<file path="config.mk">
export PLATFORM = sky130hd
export DESIGN_NAME = multi_mode_game_counter
export DESIGN_NICKNAME = d
export VERILOG_FILES = /design/src/rtl/multi_mode_game_counter.sv
export SDC_FILE = /design/constraint.sdc
export NUM_CORES = 1
export LEC_CHECK = 0
export BUFFER_PORTS_ARGS = -buffer_cell sky130_fd_sc_hd__buf_4
export CAP_MARGIN = 0
export CORE_UTILIZATION = 50
export CTS_BUF_LIST = sky130_fd_sc_hd__clkbuf_2 sky130_fd_sc_hd__clkbuf_4 sky130_fd_sc_hd__clkbuf_8
export DETAILED_ROUTE_END_ITERATION = 7
export MAX_ROUTING_LAYER = met4
export PLACE_DENSITY_LB_ADDON = 0.05
export SLEW_MARGIN = 20
export SYNTH_ARGS = -nofsm -noshare
export SYNTH_HDL_FRONTEND = slang
export SYNTH_SLANG_ARGS = --single-unit
export TNS_END_PERCENT = 100
</file>
<file path="constraint.sdc">
create_clock -name clk -period 2.7 [get_ports clk]
set_clock_uncertainty 0.2 [all_clocks]
set_input_delay 0.81 -clock clk [delete_from_list [all_inputs] [get_ports clk]]
set_output_delay 0.81 -clock clk [all_outputs]
set_load 0.1 [all_outputs]
</file>
<file path="src/rtl/multi_mode_game_counter.sv">
// Up/down game counter with winner/loser pulses, score tallies and a game-over restart cycle.
// Optional GAMEOVER_ACK_EN adds game_ack: OVER is held until acknowledged.
module multi_mode_game_counter #(
    parameter int unsigned WIDTH       = 4,
    parameter int unsigned SCORE_W     = 4,
    parameter int unsigned SCORE_LIMIT = 15,
    parameter int unsigned STEP_SMALL  = 1,
    parameter int unsigned STEP_LARGE  = 2
) (
    input  logic               clk,
    input  logic               reset,
    input  logic               en,
    input  logic [1:0]         control,
    input  logic               INIT,
    input  logic [WIDTH-1:0]   initial_value,
`ifdef GAMEOVER_ACK_EN
    input  logic               game_ack,
`endif
    output logic [WIDTH-1:0]   counter_out,
    output logic               WINNER,
    output logic               LOSER,
    output logic [SCORE_W-1:0] winner_count,
    output logic [SCORE_W-1:0] loser_count,
    output logic               GAMEOVER,
    output logic [1:0]         WHO
);

    typedef enum logic {StPlay, StOver} state_e;

    localparam logic [WIDTH-1:0]   StepS = WIDTH'(STEP_SMALL);
    localparam logic [WIDTH-1:0]   StepL = WIDTH'(STEP_LARGE);
    localparam logic [WIDTH-1:0]   AllOnes = '1;
    localparam logic [SCORE_W-1:0] Limit = SCORE_W'(SCORE_LIMIT);

    state_e             state_q, state_d;
    logic [WIDTH-1:0]   cnt_q, cnt_d;
    logic               win_q, win_d, lose_q, lose_d;
    logic [SCORE_W-1:0] wcnt_q, wcnt_d, lcnt_q, lcnt_d;
    logic [1:0]         who_q, who_d;
    logic [WIDTH-1:0]   step;
    logic               restart;

`ifdef GAMEOVER_ACK_EN
    assign restart = game_ack;
`else
    assign restart = 1'b1;
`endif

    always_ff @(posedge clk or posedge reset) begin
        if (reset) begin
            state_q <= StPlay;
            cnt_q   <= '0;
            win_q   <= 1'b0;
            lose_q  <= 1'b0;
            wcnt_q  <= '0;
            lcnt_q  <= '0;
            who_q   <= 2'b00;
        end else begin
            state_q <= state_d;
            cnt_q   <= cnt_d;
            win_q   <= win_d;
            lose_q  <= lose_d;
            wcnt_q  <= wcnt_d;
            lcnt_q  <= lcnt_d;
            who_q   <= who_d;
        end
    end

    always_comb begin
        state_d = state_q;
        cnt_d   = cnt_q;
        win_d   = 1'b0;
        lose_d  = 1'b0;
        wcnt_d  = wcnt_q;
        lcnt_d  = lcnt_q;
        who_d   = who_q;
        step    = control[0] ? StepL : StepS;
        unique case (state_q)
            StPlay: begin
                if (INIT) begin
                    cnt_d = initial_value;
                end else if (en) begin
                    cnt_d = control[1] ? cnt_q - step : cnt_q + step;
                end
                // Only a load or a step can land on a pulse value; holds never re-pulse.
                if (INIT || en) begin
                    win_d  = (cnt_d == AllOnes);
                    lose_d = (cnt_d == '0);
                end
                if (win_d) begin
                    wcnt_d = wcnt_q + SCORE_W'(1);
                    if (wcnt_d == Limit) begin
                        state_d = StOver;
                        who_d   = 2'b10;
                    end
                end
                if (lose_d) begin
                    lcnt_d = lcnt_q + SCORE_W'(1);
                    if (lcnt_d == Limit) begin
                        state_d = StOver;
                        who_d   = 2'b01;
                    end
                end
            end
            StOver: begin
                if (restart) begin
                    state_d = StPlay;
                    cnt_d   = INIT ? initial_value : '0;
                    wcnt_d  = '0;
                    lcnt_d  = '0;
                    who_d   = 2'b00;
                end
            end
            default: state_d = StPlay;
        endcase
    end

    always_comb begin
        counter_out  = cnt_q;
        WINNER       = win_q;
        LOSER        = lose_q;
        winner_count = wcnt_q;
        loser_count  = lcnt_q;
        GAMEOVER     = (state_q == StOver);
        WHO          = who_q;
    end

endmodule
</file>
**Word level (Yosys, flattened, before mapping)**

Cells that the tools add are included.
Widths: inputs -> output; s select.

- Bits in registers: 17
- Latch bits: 0
- Memory bits (writable): 0
- ROM bits: 0
- Bits of input ports: 10
- Output and inout bits: 17
- Word-level logic and storage cells: 46
- Memories kept: 0

- $add $sub $neg: 4
- $mul: 0
- Divide/modulo/power cells: 0
- Magnitude comparators: 0
- Equal/unequal tests: 5
- Shifts and indexed selects: 0
- Multiplexer cells: 27
- Bitwise operators: 1
- Reduce and logical (&&, ||, !) cells: 2

Operator list:

| operator | count |
|---|---|
| $mux 4 | 7 |
| $pmux 4 s2 | 3 |
| $eq 4x4->1 const B | 3 |
| $mux 1 | 10 |
| $mux 2 | 5 |
| $add 4x1->4 const B | 2 |
| $add 4x2->4 | 1 |
| $logic_not 4->1 | 1 |
| $pmux 2 s2 | 1 |
| $sub 4x2->4 | 1 |
| $ne 2x1->1 const B | 1 |
| $ne 2x2->1 const B | 1 |
| $pmux 1 s2 | 1 |
| $logic_or 1x1->1 | 1 |
| $not 1->1 | 1 |

**Logic depth before layout (Yosys ltp)**

Gate-level depths: netlist (run 1).

- Depth after elaboration: 13
- Depth in mapped cells: 10
- Gate-level depth less buffers: 10

**Worst setup path after synthesis (run 1)**

No wires, ideal clock.

- Path kind: register -> register
- Start: register cnt_q[0] (netlist: counter_out[0])
- End: register lcnt_q[3] (netlist: loser_count[3])
- Library setup time: 125 ps
- Data arrival time: 2,887 ps
- Data required time: 2,375 ps
- Slack: -512 ps
- Stages on the path, launching flop included: 11
- Path buffers: 0
- Clock period less this slack: 3,212 ps
- Cells stage by stage: dfrtp_1 -> inv_1 -> ha_1 -> inv_1 -> fa_1 -> mux2i_1 -> o21a_1 -> nand3_1 -> nor2_1 -> and4_1 -> mux2_2

- Longest elaborated chain between the ends: 9
- Elaborated cells on any way between the ends: 10
- Those cells by class: 2 x add/sub; 1 x eq/ne; 6 x mux; 1 x reduce/logical

RTL lines:

| element | RTL line | source |
|---|---|---|
| from (decl) | 36 | `logic [WIDTH-1:0] cnt_q, cnt_d;` |
| from (signal assigned) | 60 | `cnt_q <= cnt_d;` |
| $add 4x2->4 / $sub 4x2->4 (equally long branches) | 83 | `cnt_d = control[1] ? cnt_q - step : cnt_q + step;` |
| $mux 4 | 83 |  |
| $mux 4 (*) | 82 | `end else if (en) begin` |
| $mux 4 (*) | 80 | `if (INIT) begin` |
| $mux 4 (*) | 78 | `unique case (state_q)` |
| $logic_not 4->1 (*) | 88 | `lose_d = (cnt_d == '0);` |
| $mux 1 (*) | 86 | `if (INIT \|\| en) begin` |
| $mux 1 (*) | 78 |  |
| $ne 2x2->1 (no source line) (*) | -- |  |
| to (signal assigned) | 64 | `lcnt_q <= lcnt_d;` |
| to (decl) | 38 | `logic [SCORE_W-1:0] wcnt_q, wcnt_d, lcnt_q, lcnt_d;` |

Every way passes the cells marked *; elsewhere a longest branch is shown, timed or not. The select of a mux whose other input is x is not followed.
A chain may end at the register's enable or synchronous reset.

**Final worst setup path (run 1)**

- Start: input control[0]
- End: register wcnt_q[3] (netlist: winner_count[3])

- Longest elaborated chain between the ends: 10
- Elaborated cells on any way between the ends: 11
- Those cells by class: 2 x add/sub; 2 x eq/ne; 7 x mux

RTL lines:

| element | RTL line | source |
|---|---|---|
| from (decl) | 13 | `input logic [1:0] control,` |
| $mux 2 (*) | 77 | `step = control[0] ? StepL : StepS;` |
| $add 4x2->4 / $sub 4x2->4 (equally long branches) | 83 |  |
| $mux 4 (*) | 83 |  |
| $mux 4 (*) | 82 |  |
| $mux 4 (*) | 80 |  |
| $mux 4 (*) | 78 |  |
| $eq 4x4->1 (*) | 87 | `win_d = (cnt_d == AllOnes);` |
| $mux 1 (*) | 86 |  |
| $mux 1 (*) | 78 |  |
| $ne 2x1->1 (no source line) (*) | -- |  |
| to (signal assigned) | 63 | `wcnt_q <= wcnt_d;` |
| to (decl) | 38 |  |

Marks and branches as above.

==> results of run 1 <==
## where the power goes
group,internal (mW),switching (mW)
Clock,0.0553,0.0871
Combinational,0.306,0.807
Sequential,0.332,0.102
## metrics by stage
stage           util  hold WS, ns
2_1_floorplan      -        0.536
3_3_place_gp   0.717        0.331
3_5_place_dp   0.717        0.337
4_1_cts        0.749        0.352
5_1_grt        0.775        0.375
6_report       0.775        0.347
## worst register-to-register path: cells and delay by family, from the launching register on
kind / cells / cell delay (ns)
AO/OA/AOI/OAI: 2 / 0.51
XOR/XNOR: 1 / 0.14
adder cells (fa/ha/maj): 2 / 0.51
buffers and inverters: 2 / 0.13
flip-flops: 1 / 0.42
AND/OR/NAND/NOR: 3 / 0.67
## layout make-up
type,count,area (µm²),share of cell area
flip-flops and latches,17,429,0.268
well taps,27,33.8,0.0211
clock inverters,1,5.00,0.00313
repair buffers,43,339,0.212
multi-input cells,96,727,0.455
clock buffers,3,22.5,0.0141
inverters,8,42.5,0.0266
## cells by family (layout without fill, tap and decap cells)
group	Yosys count	in the layout	synth area share
AOI/OAI and AO/OA	25	25	0.149
xor gates and xnor gates	1	1	0.00765
adders and majority gates	8	8	0.0940
buffers and inverters	12	55	0.0470
DFF	17	17	0.372
muxes	4	4	0.0372
and+or+nand+nor	58	58	0.294
## path summary, 6_finish.rpt
check                      depth (start not counted)  slack, ns                           to                      from
setup / recovery                                  11      -0.06  winner_count[3]$_DFFE_PP0P_                control[0]
hold / removal                                     2       0.35             WHO[1]$_DFF_PP0_          WHO[1]$_DFF_PP0_
setup reg to reg                                  10       0.05  winner_count[3]$_DFFE_PP0P_  counter_out[0]$_DFF_PP0_
hold reg to reg                                    2       0.35             WHO[1]$_DFF_PP0_          WHO[1]$_DFF_PP0_
max in group asynchronous                          2       1.45     counter_out[1]$_DFF_PP0_                     reset
min in group asynchronous                          2       0.39  winner_count[2]$_DFFE_PP0P_                     reset
## cell usage after synthesis (all sizes together) (2+ instances only)
cell type / count / area, µm²
dfrtp: 17 / 425
nor2: 11 / 41.3
nand3: 9 / 45.0
a21oi: 8 / 40.0
inv: 8 / 30.0
ha: 7 / 87.6
nand2: 7 / 26.3
nand2b: 7 / 43.8
o21ai: 7 / 35.0
nor2b: 6 / 37.5
and2: 3 / 21.3
a221oi: 2 / 23.8
buf: 2 / 16.3
clkbuf: 2 / 7.51
mux2: 2 / 22.5
mux2i: 2 / 20.0
nand3b: 2 / 15.0
nand4: 2 / 12.5
nor3: 2 / 10.0
nor4: 2 / 27.5
or3: 2 / 12.5
## layer usage
layer	track usage	share of wire	wire length (µm)
met4	0.100	0.019	51
met1	0.325	0.46	1250
met3	0.0185	0.023	62
met2	0.412	0.49	1330
met5	-	0	0
## timing repair
| item | CTS | global route |
|---|---|---|
| buffers inserted | 3 | 2 |
| setup endpoints to repair | 9 | 12 |
| endpoints found under the hold margin | 0 | 0 |
| resized for setup | 5 | 9 |
| pin swaps | 2 | 6 |
## state kept, by name (all words and copies together), names as in the netlist
| signal | cells |
|---|---|
| LOSER | 1 |
| GAMEOVER | 1 |
| WHO | 2 |
| winner_count | 4 |
| loser_count | 4 |
| WINNER | 1 |
| counter_out | 4 |
==> impl_metrics.toml, run 1 <==
[route]
drt_iter0_drc = 19
viasPerCell = 5.49
ant_nets = 0
totalWireLength_mm = 2.69
drcViolationCount = 0
vias = 1071
wl_per_cell_um = 13.8
firstDrtPassIters = 5

[timing]
finalSetupTns_ns = -0.127
grt_setup_unrepaired = "true"
slew_headroom = 0.559
fmax_mhz = 362
tightest_slew_ns = 0.661
finalHoldViolations = 0
min_period_over_period = 1.02
post-route-min-period_ns = 2.76
drv_slew = 0
setup_ws_ns = -0.0641
setup_viol_count_final = 3

[floorplan]
dieWidth_um = 49.9
io_pins = 27
die_area_um2 = 2490
initial_core_util = 0.555
core_um2 = 2060
num_rows = 16
die_y_um = 49.9

[power_and_ir_drop]
peakVddDrop_mv = 0.884
finalPower_mw = 1.69
p_leak_nw = 0.757
powerDensity_nw_per_um2 = 1060

[finish]
drive_gt1_frac = 0.411
layout_commonest_cell = "buf_4"
stdcell_count = 195
design_area_um2 = 1600
area_delta_synth_final_pct = 39.7
fillCellCount = 151
final_cell_mix = "buf_4, dfrtp_1, nor2_1, nand3_1"
finalNetCount = 187
diodes = 0

[global_route]
grt_pass1_vias = 1019
grt_max_degree = 25
grt_overflow = 0
grt_pass1_wl_mm = 4.55
antenna_found_initial = 0
track_usage = 0.252

[logic_synthesis]
yosysUniqueCellTypes = 40
synth_flop_cell = "dfrtp_1"
postSynthCellCount = 125
synth-edff-count = 0
synth-async-reset-ratio = 1.00
ys_ff_latch = 17
ys_seq_area_frac = 0.372
avgSynthCellArea_um2 = 9.16
synthesis.area_um2 = 1140
syn_nets = 143
synth-warning-count = 0

[run_status]
run_status = "finished, violations left"
violations = "setup timing"

[worst_setup_path]
path_cells = "buf_12, inv_12, ha_4, inv_2, fa_1, xnor2_1, o311a_2, nor4_4, nand2b_1, or3_1, a21oi_2"
worstSetupStartpointType = "input pin"
cp_data_required_time_ns = 2.74
slowest_delay_ns = 0.37
cp_top_family = "simple AND/OR/NAND/NOR gates"
slowest_stage = "fa_1"
end_kind = "register"
critPathMaxFanout = 4
arrival_ns = 2.80
path_buf_inv = 3
crit_type = "in -> reg"

[cts]
clk_latency_ns = 0.30
ctsLongestPathBuffers = 2
cts_sinks = 17
path_clk_slew_ns = 0.11
cts_tree = "done"
holdBufCountCts = 0
htreeDepth = 1
cts_root_buf = "clkbuf_4"
cts_inserted_buffers = 3

[placement]
numPortBuffers = 26
dpl.hpwl_mm = 1.96
gp_congestion = 0.793
place_ws_ns = -0.464
placed_area_um2 = 1480
dp.cells = 186

[hold_path]
hold_path.class = "reg -> reg"

[run]
drv_cap = 0
Power figures use the tool's default switching activity.
==> inputs of run 2 (changes only) <==
--- a/config.mk
+++ b/config.mk
@@ -6,12 +6,11 @@
 export NUM_CORES = 1
 export LEC_CHECK = 0
 export BUFFER_PORTS_ARGS = -buffer_cell sky130_fd_sc_hd__buf_4
-export CAP_MARGIN = 0
+export CAP_MARGIN = 20
 export CORE_UTILIZATION = 50
 export CTS_BUF_LIST = sky130_fd_sc_hd__clkbuf_2 sky130_fd_sc_hd__clkbuf_4 sky130_fd_sc_hd__clkbuf_8
 export DETAILED_ROUTE_END_ITERATION = 7
-export MAX_ROUTING_LAYER = met4
-export PLACE_DENSITY_LB_ADDON = 0.05
+export PLACE_DENSITY = 0.78
 export SLEW_MARGIN = 20
 export SYNTH_ARGS = -nofsm -noshare
 export SYNTH_HDL_FRONTEND = slang
==> impl_metrics.toml, run 2 (synthesis results as in run 1) <==
[worst_setup_path]
end_kind = "register"
cp_top_family = "simple AND/OR/NAND/NOR gates"
arrival_ns = 2.84
slowest_stage = "fa_1"
crit_type = "in -> reg"
path_cells = "buf_12, inv_12, ha_4, inv_2, fa_1, mux2i_1, o21a_2, nor4_4, nand2b_1, or3_1, a21oi_2"
critPathMaxFanout = 4
worstSetupStartpointType = "input pin"
slowest_delay_ns = 0.48
path_buf_inv = 3
cp_data_required_time_ns = 2.74

[timing]
finalHoldViolations = 0
finalSetupTns_ns = -0.309
holdWs_ns = 0.353
setup_ws_ns = -0.102
tightest_slew_ns = 0.660
fmax_mhz = 357
grt_setup_unrepaired = "true"
min_period_over_period = 1.04
slew_headroom = 0.560
setup_viol_count_final = 7
post-route-min-period_ns = 2.80
drv_slew = 0

[power_and_ir_drop]
peakVddDrop_mv = 1.01
p_leak_nw = 0.759
finalPower_mw = 1.68
powerDensity_nw_per_um2 = 1050

[global_route]
grt_pass1_vias = 1005
antenna_found_initial = 0
track_usage = 0.233
grt_pass1_wl_mm = 4.36
grt_max_degree = 25
grt_overflow = 0

[cts]
cts_tree = "done"
cts_sinks = 17
cts_root_buf = "clkbuf_4"
cts_inserted_buffers = 3
holdBufCountCts = 0
ctsLongestPathBuffers = 2
htreeDepth = 1
clk_latency_ns = 0.30
path_clk_slew_ns = 0.10

[placement]
dp.cells = 184
numPortBuffers = 26
place_ws_ns = -0.417
dpl.hpwl_mm = 1.91
placed_area_um2 = 1460
gp_congestion = 0.776

[route]
viasPerCell = 5.65
wl_per_cell_um = 14.5
ant_nets = 0
vias = 1096
drcViolationCount = 0
totalWireLength_mm = 2.80
drt_iter0_drc = 18
firstDrtPassIters = 4

[finish]
finalNetCount = 186
fillCellCount = 139
design_area_um2 = 1600
stdcell_count = 194
layout_commonest_cell = "buf_4"
finish.utilization = 0.777
diodes = 0
final_cell_mix = "buf_4, dfrtp_1, nor2_1, nand2_1, nand2b_1"
area_delta_synth_final_pct = 40.0
drive_gt1_frac = 0.419

[floorplan]
dieWidth_um = 49.9
initial_core_util = 0.555
die_y_um = 49.9
io_pins = 27
num_rows = 16
die_area_um2 = 2490
core_um2 = 2060

[hold_path]
hold_path.class = "reg -> reg"

[run_status]
run_status = "finished, violations left"
violations = "setup timing"

[run]
drv_cap = 0
## run 2: worst paths after layout
check	start	endpoint	slack, ns	cells past startpoint
setup / recovery	control[0]	winner_count[3]$_DFFE_PP0P_	-0.10	11
hold / removal	WHO[1]$_DFF_PP0_	WHO[1]$_DFF_PP0_	0.35	2
setup reg to reg	counter_out[0]$_DFF_PP0_	winner_count[3]$_DFFE_PP0P_	0.02	10
hold reg to reg	WHO[1]$_DFF_PP0_	WHO[1]$_DFF_PP0_	0.35	2
max in group asynchronous	reset	counter_out[2]$_DFF_PP0_	1.44	2
min in group asynchronous	reset	LOSER$_DFF_PP0_	0.40	2
## run 2: repair_timing
item / 4_1_cts / 5_1_grt
buffers inserted: 2 / 4
pin swaps: 2 / 4
endpoints found under the setup margin: 5 / 12
resized for setup: 5 / 14
## run 2: worst min-delay path, cell delays in order (launching register included)
cell and delay [ns]:
dfrtp_1 0.40, inv_1 0.06, a221oi_1 0.06
## run 2: power by group
part / leakage (nW) / internal (mW) / switching [mW] / total, mW
clock: 0.0177 / 0.0552 / 0.0869 / 0.142
sequential: 0.210 / 0.332 / 0.104 / 0.436
combinational: 0.532 / 0.300 / 0.806 / 1.11
## run 2: per-layer routing
layer  track usage  routed length, µm  up-vias
met3        0.0340                103        6
met2         0.385               1460       28
li1              -                  -      537
met5             0                  0        -
met4        0.0857                 35        0
met1         0.306               1200      525
## run 2: final cells by class
| cell class | count | area, µm² | area share |
|---|---|---|---|
| Sequential cell | 17 | 429 | 0.268 |
| Tap cell | 27 | 33.8 | 0.0211 |
| Multi-Input combinational cell | 96 | 734 | 0.458 |
| Clock inverter | 1 | 5.00 | 0.00312 |
| Inverter | 8 | 42.5 | 0.0265 |
| Timing Repair Buffer | 42 | 335 | 0.209 |
| Clock buffer | 3 | 22.5 | 0.0141 |
==> inputs of run 3 (changes only) <==
--- a/config.mk
+++ b/config.mk
@@ -10,7 +10,7 @@
 export CORE_UTILIZATION = 50
 export CTS_BUF_LIST = sky130_fd_sc_hd__clkbuf_2 sky130_fd_sc_hd__clkbuf_4 sky130_fd_sc_hd__clkbuf_8
 export DETAILED_ROUTE_END_ITERATION = 7
-export PLACE_DENSITY = 0.78
+export PLACE_DENSITY = 0.85
 export SLEW_MARGIN = 20
 export SYNTH_ARGS = -nofsm -noshare
 export SYNTH_HDL_FRONTEND = slang
==> impl_metrics.toml, run 3 (synthesis results as in run 1) <==
[power_and_ir_drop]
finalPower_mw = 1.68
peakVddDrop_mv = 0.983
p_leak_nw = 0.763
powerDensity_nw_per_um2 = 1050

[route]
firstDrtPassIters = 4
ant_nets = 0
vias = 1103
wl_per_cell_um = 14.5
drt_iter0_drc = 22
totalWireLength_mm = 2.82
drcViolationCount = 0
viasPerCell = 5.69

[timing]
grt_setup_unrepaired = "true"
setup_ws_ns = -0.123
tightest_slew_ns = 0.645
finalHoldViolations = 0
min_period_over_period = 1.05
finalSetupTns_ns = -0.883
holdWs_ns = 0.361
setup_viol_count_final = 12
post-route-min-period_ns = 2.82
fmax_mhz = 354
slew_headroom = 0.569
drv_slew = 0

[finish]
diodes = 0
final_cell_mix = "buf_4, dfrtp_1, nor2_1, nand3_1"
finalNetCount = 186
fillCellCount = 130
area_delta_synth_final_pct = 40.7
drive_gt1_frac = 0.419
stdcell_count = 194
layout_commonest_cell = "buf_4"

[cts]
cts_sinks = 17
cts_inserted_buffers = 3
ctsLongestPathBuffers = 2
holdBufCountCts = 0
clk_latency_ns = 0.29
htreeDepth = 1
cts_tree = "done"
path_clk_slew_ns = 0.10
cts_root_buf = "clkbuf_4"

[global_route]
grt_overflow = 0
grt_pass1_vias = 1039
track_usage = 0.239
grt_max_degree = 25
grt_pass1_wl_mm = 4.54
antenna_found_initial = 0

[worst_setup_path]
regToRegStartpoint = "counter_out[0]$_DFF_PP0_"
arrival_ns = 2.81
critPathLaunch = "control[0]"
slowest_delay_ns = 0.37
worstSetupStartpointType = "input pin"
critPathMaxFanout = 3
crit_type = "in -> reg"
path_buf_inv = 4
path_cells = "buf_12, inv_12, ha_4, inv_2, fa_2, xnor2_2, o311a_4, nor4_4, buf_4, nand4_1, a221oi_1"
end_kind = "register"
slowest_stage = "fa_2"
cp_top_family = "compound AO/OA/AOI/OAI gates"
cp_data_required_time_ns = 2.69

[run_status]
run_status = "finished, violations left"
violations = "setup timing"

[floorplan]
die_area_um2 = 2490
initial_core_util = 0.555
die_y_um = 49.9
core_um2 = 2060
dieWidth_um = 49.9
io_pins = 27
num_rows = 16

[placement]
numPortBuffers = 26
dpl.hpwl_mm = 2.03
dp.cells = 185
gp_congestion = 0.736

[hold_path]
worstHoldStart = "WHO[1]$_DFF_PP0_"
hold_path.class = "reg -> reg"

[run]
drv_cap = 0
[run 3: cell types whose count changed in the layout (fill, tap and decap cells not counted), moves of 2 or more]
cell     change
buf_4        +2
nand3_1      +2
o21ai_0      -2
buf_6        -2
nand3_2      -2
o21ai_1      +3
[run 3: repair_timing]
item / 4_1_cts / 5_1_grt
buffers inserted: 3 / 2
hold endpoints to repair: 0 / 0
endpoints found under the setup margin: 7 / 12
pin swaps: 3 / 7
gates resized for setup: 7 / 13
[run 3: stage by stage]
step                 util  setup slack, ns  area [µm²]
floorplan               -           -0.194        1180
global placement    0.714           -0.385        1470
detailed placement  0.714           -0.412        1470
CTS                 0.753          -0.0713        1550
global route        0.781           -0.218        1610
finish              0.781           -0.123        1610
[run 3: path summary, 6_finish.rpt]
path                                         endpoint  slack [ns]  cells past startpoint
max                                  WHO[1]$_DFF_PP0_       -0.12                     11
max reg2reg                          WHO[1]$_DFF_PP0_           0                     10
min reg2reg                          WHO[1]$_DFF_PP0_        0.36                      2
max in group asynchronous    counter_out[1]$_DFF_PP0_        1.46                      2
min in group asynchronous  loser_count[3]$_DFFE_PP0P_        0.40                      2
min                                  WHO[1]$_DFF_PP0_        0.36                      2
[run 3: cell type report]
type / count / area (µm²) / area share
sequential: 17 / 429 / 0.267
multi-input combinational: 96 / 749 / 0.465
tap: 27 / 33.8 / 0.0210
clock buffer: 3 / 22.5 / 0.0140
inverter: 8 / 42.5 / 0.0264
timing repair buffer: 42 / 328 / 0.204
clock inverter: 1 / 5.00 / 0.00311
[run 3: routing by layer]
| layer | vias up | wire length [µm] | global-route usage |
|---|---|---|---|
| met5 | - | 0 | 0 |
| met4 | 0 | 14 | 0.0857 |
| met3 | 2 | 96 | 0.0216 |
| met2 | 31 | 1590 | 0.441 |
| met1 | 540 | 1120 | 0.283 |
| li1 | 530 | - | - |
[run 3: power breakdown]
part | internal [mW] | total, mW | switching [mW] | leakage (nW)
registers | 0.332 | 0.434 | 0.103 | 0.210
logic | 0.308 | 1.11 | 0.805 | 0.536
clock network | 0.0551 | 0.138 | 0.0827 | 0.0177
total | 0.695 | 1.68 | 0.990 | 0.763
[run 3: worst min-delay path, stage by stage (launching register included)]
cell and delay [ns]:
dfrtp_1 0.39, inv_1 0.05, a221oi_1 0.07
